## config.mk

```make
export PLATFORM = sky130hd
export DESIGN_NAME = pulse_stretcher
export DESIGN_NICKNAME = d
export VERILOG_FILES = /design/src/rtl/pulse_stretcher.sv
export SDC_FILE = /design/constraint.sdc
export NUM_CORES = 1
export LEC_CHECK = 0
export BUFFER_PORTS_ARGS = -buffer_cell sky130_fd_sc_hd__buf_4
export CORE_MARGIN = 2
export CORE_UTILIZATION = 55
export CTS_CLUSTER_SIZE = 8
export DETAILED_ROUTE_END_ITERATION = 8
export PLACE_DENSITY = 0.84
export SYNTH_ARGS = -nofsm -noshare
export SYNTH_HDL_FRONTEND = slang
export SYNTH_SLANG_ARGS = --single-unit
export TNS_END_PERCENT = 20
```

## constraint.sdc

```tcl
create_clock -name i_clk -period 6.3 [get_ports i_clk]
set_input_delay 0.63 -clock i_clk [delete_from_list [all_inputs] [get_ports i_clk]]
set_output_delay 0.63 -clock i_clk [all_outputs]
set_load 0.03 [all_outputs]
```

## src/rtl/pulse_stretcher.sv

```systemverilog
// Stretches single-cycle event strobes into fixed-width output pulses separated by a
// fixed minimum gap; events arriving mid-pulse are queued and replayed in order.
module pulse_stretcher #(
  parameter int HOLD_CYCLES = 25_000_000,
  parameter int GAP_CYCLES  = 12_500_000,
  parameter int PEND_W      = 4
) (
  input  logic              i_clk,
  input  logic              i_reset,
  input  logic              i_pi,
  output logic              o_po,
  output logic              o_busy,
  output logic [PEND_W-1:0] o_pending,
  output logic              o_overflow
);

  localparam int MAXC  = (HOLD_CYCLES > GAP_CYCLES) ? HOLD_CYCLES : GAP_CYCLES;
  localparam int CNT_W = (MAXC > 1) ? $clog2(MAXC + 1) : 1;

  localparam logic [CNT_W-1:0]  HOLD_LOAD = CNT_W'(HOLD_CYCLES - 1);
  localparam logic [CNT_W-1:0]  GAP_LOAD  = CNT_W'(GAP_CYCLES - 1);
  localparam logic [CNT_W-1:0]  CNT_ONE   = CNT_W'(1);
  localparam logic [PEND_W-1:0] PEND_ONE  = PEND_W'(1);
  localparam logic [PEND_W-1:0] PEND_MAX  = '1;

  typedef enum logic [1:0] {
    S_IDLE = 2'd0,
    S_HOLD = 2'd1,
    S_GAP  = 2'd2
  } state_t;

  state_t            r_state;
  state_t            w_state_nxt;
  logic [CNT_W-1:0]  r_cnt;
  logic [CNT_W-1:0]  w_cnt_nxt;
  logic [PEND_W-1:0] r_pend;
  logic [PEND_W-1:0] w_pend_nxt;
  logic              r_ovf;
  logic              w_ovf_nxt;
  logic              r_po;
  logic              w_last;
  logic              w_pend_full;

  assign w_last      = (r_cnt == '0);
  assign w_pend_full = (r_pend == PEND_MAX);

  always_ff @(posedge i_clk or posedge i_reset) begin
    if (i_reset) begin
      r_state <= S_IDLE;
      r_cnt   <= '0;
      r_pend  <= '0;
      r_ovf   <= 1'b0;
      r_po    <= 1'b0;
    end else begin
      r_state <= w_state_nxt;
      r_cnt   <= w_cnt_nxt;
      r_pend  <= w_pend_nxt;
      r_ovf   <= w_ovf_nxt;
      r_po    <= (w_state_nxt == S_HOLD);
    end
  end

  always_comb begin
    w_state_nxt = r_state;
    w_cnt_nxt   = r_cnt;
    w_pend_nxt  = r_pend;
    w_ovf_nxt   = r_ovf;
    case (r_state)
      S_IDLE: begin
        if (i_pi) begin
          w_state_nxt = S_HOLD;
          w_cnt_nxt   = HOLD_LOAD;
        end
      end
      S_HOLD: begin
        if (w_last) begin
          w_state_nxt = S_GAP;
          w_cnt_nxt   = GAP_LOAD;
        end else begin
          w_cnt_nxt = r_cnt - CNT_ONE;
        end
        if (i_pi) begin
          if (w_pend_full) w_ovf_nxt = 1'b1;
          else             w_pend_nxt = r_pend + PEND_ONE;
        end
      end
      S_GAP: begin
        if (w_last) begin
          // A queued event takes priority; a same-cycle Pi then replaces the one consumed.
          if (r_pend != '0) begin
            w_state_nxt = S_HOLD;
            w_cnt_nxt   = HOLD_LOAD;
            if (!i_pi) w_pend_nxt = r_pend - PEND_ONE;
          end else if (i_pi) begin
            w_state_nxt = S_HOLD;
            w_cnt_nxt   = HOLD_LOAD;
          end else begin
            w_state_nxt = S_IDLE;
          end
        end else begin
          w_cnt_nxt = r_cnt - CNT_ONE;
          if (i_pi) begin
            if (w_pend_full) w_ovf_nxt = 1'b1;
            else             w_pend_nxt = r_pend + PEND_ONE;
          end
        end
      end
      default: begin
        w_state_nxt = S_IDLE;
        w_cnt_nxt   = '0;
        w_pend_nxt  = '0;
      end
    endcase
  end

  assign o_po       = r_po;
  assign o_busy     = (r_state != S_IDLE);
  assign o_pending  = r_pend;
  assign o_overflow = r_ovf;

endmodule
```

==> summary.md <==
| Metric | Value |
|---|---|
| Final Hold Violating Endpoints | `0` |
| CORE AREA | `4410 um2` |
| Peak supply drop | `246 uV` |
| First-pass GRT wire length | `12,000 um` |
| Comb pwr share | `0.497` |
| CP max stage delay | `0.52 ns` |
| Post-synthesis sequential area ratio | `0.322` |
| Routed Antenna Nets | `0` |
| Asr flop ratio synth | `1.00` |
| Distinct cell type count after synthesis | `70` |
| Multi-input gate area | `1590 um2` |
| Drt pass-1 iters | `5` |
| GP Congestion | `0.950` |
| Register area | `826 um2` |
| Yosys warns | `0` |
| Port Buffer Count | `9` |
| Post-synth EDFFs | `0` |
| Mux cell area share after synthesis | `0.00391` |
| Die W | `72.2 um` |
| Hold Path Class | `in2async` |
| R2R cell count | `7` |
| Vias per inst | `7.50` |
| Diode count | `0` |
| Initial antenna violation count | `0` |
| Starting Density | `0.580` |
| TritonCTS clock tree | `built` |
| Grt ovf | `0` |
| Setup crit start kind | `flip-flop` |
| DRC | `0` |
| CP Class | `reg2reg` |
| Crit path to | `o_po` |
| Largest family of logic cells by synthesized area | `compound AO/OA/AOI/OAI gates` |
| Setup TNS | `0 ns` |
| FF+latch count, synth | `33` |
| Post-Synth Simple-Gate Area | `0.264` |
| Clk pwr share | `0.155` |
| Outcome | `completed` |
| Setup Buffers After CTS | `0` |
| Clock Path Buffers | `2` |
| Vias in the first global route | `2,417` |
| Clk Latency, worst-skew pair | `0.30 ns` |
| Worst Path Required | `6.48 ns` |
| Xor/xnor share of the synthesized area | `0.0205` |
| Synth Area in Adders | `0.0391` |
| CTS H-Tree Depth | `2` |
| CTS Root Cell | `clkbuf_8` |
| Worst Skew | `0.00374 ns` |
| Crit share post-route | `0.470` |
| Cell Chain, Critical Path | `inv_1 -> ha_1 -> clkinv_1 -> nor2_1 -> nand2_1 -> a22o_1 -> a222oi_1` |
| I/O pins | `10` |
| CTS clock-pin slew for the worst setup and hold paths | `0.07 ns` |
| Syn_area_per_cell | `8.40 um2` |
| Die height | `72.2 um` |
| Sw power | `0.000576 W` |
| Final nets | `314` |
| Fillers | `374` |
| R2r startpoint | `r_state[1]` |
| Compound-Gate Fraction of Synth Area | `0.293` |
| Detail Placement HPWL | `4850 um` |
| Via count | `2,671` |
| Slew headroom | `0.499` |
| Power per cell area | `445 nW/um2` |
| Cell Rows | `24` |
| Fmax | `0.338 GHz` |
| Area grow syn2layout | `5.76%` |
| Static Leak | `1.09 nW` |
| Slew Viols, Final | `0` |
| Sequential share of power | `0.347` |
| Largest net degree at the start of global routing | `34` |
| Wire length per cell | `20.8 um` |
| Share of cells above drive strength 1 | `0.112` |
| Unrepaired setup endpoints after global routing | `no` |
| Post-Syn Nets | `316` |
| Total CTS buffers | `5` |
| Crit-path max FO | `13` |
| Critical Path Sink Type | `flip-flop` |
| Max_cap viols | `0` |
| Cts hold-fix bufs | `0` |
| Core Util, Final | `0.614` |
| Post-cts resize count | `0` |
| GR Util All Layers | `0.297` |
| Mapped Cells | `305` |
| Post-Syn Area | `2560 um2` |
| WL final | `7400 um` |
| Min Tclk post-route | `2.96 ns` |
| Slowest cell on the critical path | `ha_1` |
| Clock sink count | `33` |
| R2r setup slk | `3.34 ns` |
| Worst-margin pin slew | `0.751 ns` |
| Switching Fraction | `0.478` |
| Main synth FF type | `dfrtp_1` |
| Critical Path Source | `r_state[1]` |
| Die area | `5220 um2` |
| P_int | `0.000628 W` |
| Worst EP arrival | `3.14 ns` |
| Iter 0 DRT Violations | `446` |
| Reg-to-reg endpoint | `o_po` |
| Final setup fails | `0` |
==> metal layers <==
layer | global-route usage | vias to the layer above | part of all wire
li1 | - | 1170 | -
met1 | 0.417 | 1278 | 0.42
met2 | 0.448 | 193 | 0.46
met3 | 0.0625 | 30 | 0.095
met4 | 0.117 | 0 | 0.026
met5 | 0 | - | 0
==> state kept, by name (all words and copies together) (netlist names) <==
signal / cells
r_cnt: 25
o_pending: 4
r_state: 2
o_overflow: 1
o_po: 1
==> synthesized netlist by cell type, types with 3 or more instances <==
master / instances / share of area
nand2_1: 20 / 0.029
o211ai_1: 3 / 0.0088
a31oi_1: 10 / 0.024
nor4_2: 3 / 0.015
and3_1: 5 / 0.012
nor3_1: 13 / 0.025
inv_1: 13 / 0.019
o2111ai_1: 3 / 0.010
a2bb2oi_1: 3 / 0.010
and2_1: 4 / 0.0098
ha_1: 8 / 0.039
a211oi_1: 6 / 0.018
o21ai_1: 4 / 0.0078
nor2_1: 22 / 0.032
nand3_1: 11 / 0.021
and4_1: 3 / 0.010
o22ai_1: 4 / 0.0098
dfrtp_1: 33 / 0.32
clkbuf_1: 13 / 0.019
a221oi_1: 3 / 0.010
nand4_1: 6 / 0.015
nor3b_1: 3 / 0.0088
a21oi_1: 16 / 0.031
xnor2_1: 4 / 0.014
a21o_1: 5 / 0.015
o21ai_0: 20 / 0.039
buf_2: 3 / 0.0059
or3_1: 7 / 0.017
==> final cells by class <==
class                   instances  area share
multi-input cells             239       0.587
flip-flops and latches         33       0.305
clock buffers                   7      0.0356
repair buffers                 10      0.0277
well taps                      52      0.0240
inverters                      14      0.0194
clock inverters                 1     0.00185
==> cell usage in the layout (no fill, tap or decap), types with 5 or more instances in the layout <==
cell | Yosys | final
dfrtp_1 | 33 | 33
nor2_1 | 22 | 22
nand2_1 | 20 | 20
o21ai_0 | 20 | 20
a21oi_1 | 16 | 16
inv_1 | 13 | 13
nor3_1 | 13 | 13
nand3_1 | 11 | 11
a31oi_1 | 10 | 10
buf_4 | 1 | 10
ha_1 | 8 | 8
or3_1 | 7 | 7
clkbuf_8 | 0 | 7
nand4_1 | 6 | 6
a211oi_1 | 6 | 6
a21o_1 | 5 | 5
and3_1 | 5 | 5
==> power groups by stage <==
stage                     combinational, W  sequential [W]  clock [W]
final                             0.000599        0.000418   0.000187
after global routing              0.000656        0.000427   0.000196
after CTS                         0.000582        0.000411   0.000188
after detailed placement          0.000577        0.000414          0
after global placement            0.000575        0.000409          0
after floorplan                   0.000451        0.000392          0
==> cell families (layout without fill, tap and decap cells) <==
logic type / Yosys count / after routing
fa+ha+maj: 8 / 8
simple gates: 116 / 116
buf+inv: 33 / 32
xor+xnor: 6 / 6
mux: 1 / 1
compound gates: 108 / 108
flops: 33 / 33
==> worst max-delay path: cells and delay by family, from the launching register on <==
kind / cells / cell delay, ns
AO/OA/AOI/OAI: 2 / 0.62
flip-flops: 1 / 0.43
buffers and inverters: 2 / 0.60
adder cells (fa/ha/maj): 1 / 0.52
AND/OR/NAND/NOR: 2 / 0.67
==> stage by stage <==
step           power [W]  area, um2  worst slack [ns]  hold slack (ns)  std cells
2_1_floorplan   0.000843       2560              4.11            0.506        305
6_report         0.00120       2710              3.34            0.428        356
3_3_place_gp    0.000984       2610              3.49            0.469        348
4_1_cts          0.00118       2710              3.50            0.453        356
3_5_place_dp    0.000992       2610              3.55            0.493        348
5_1_grt          0.00128       2710              3.23            0.474        356
==> worst min path at each step <==
stage	endpoint	cells past startpoint
finish	r_cnt[20]	3
CTS	r_cnt[20]	3
global placement	o_overflow	1
detailed placement	o_overflow	1
global route	r_cnt[20]	3
floorplan	r_cnt[23]	2
Power figures use the tool's default switching activity.
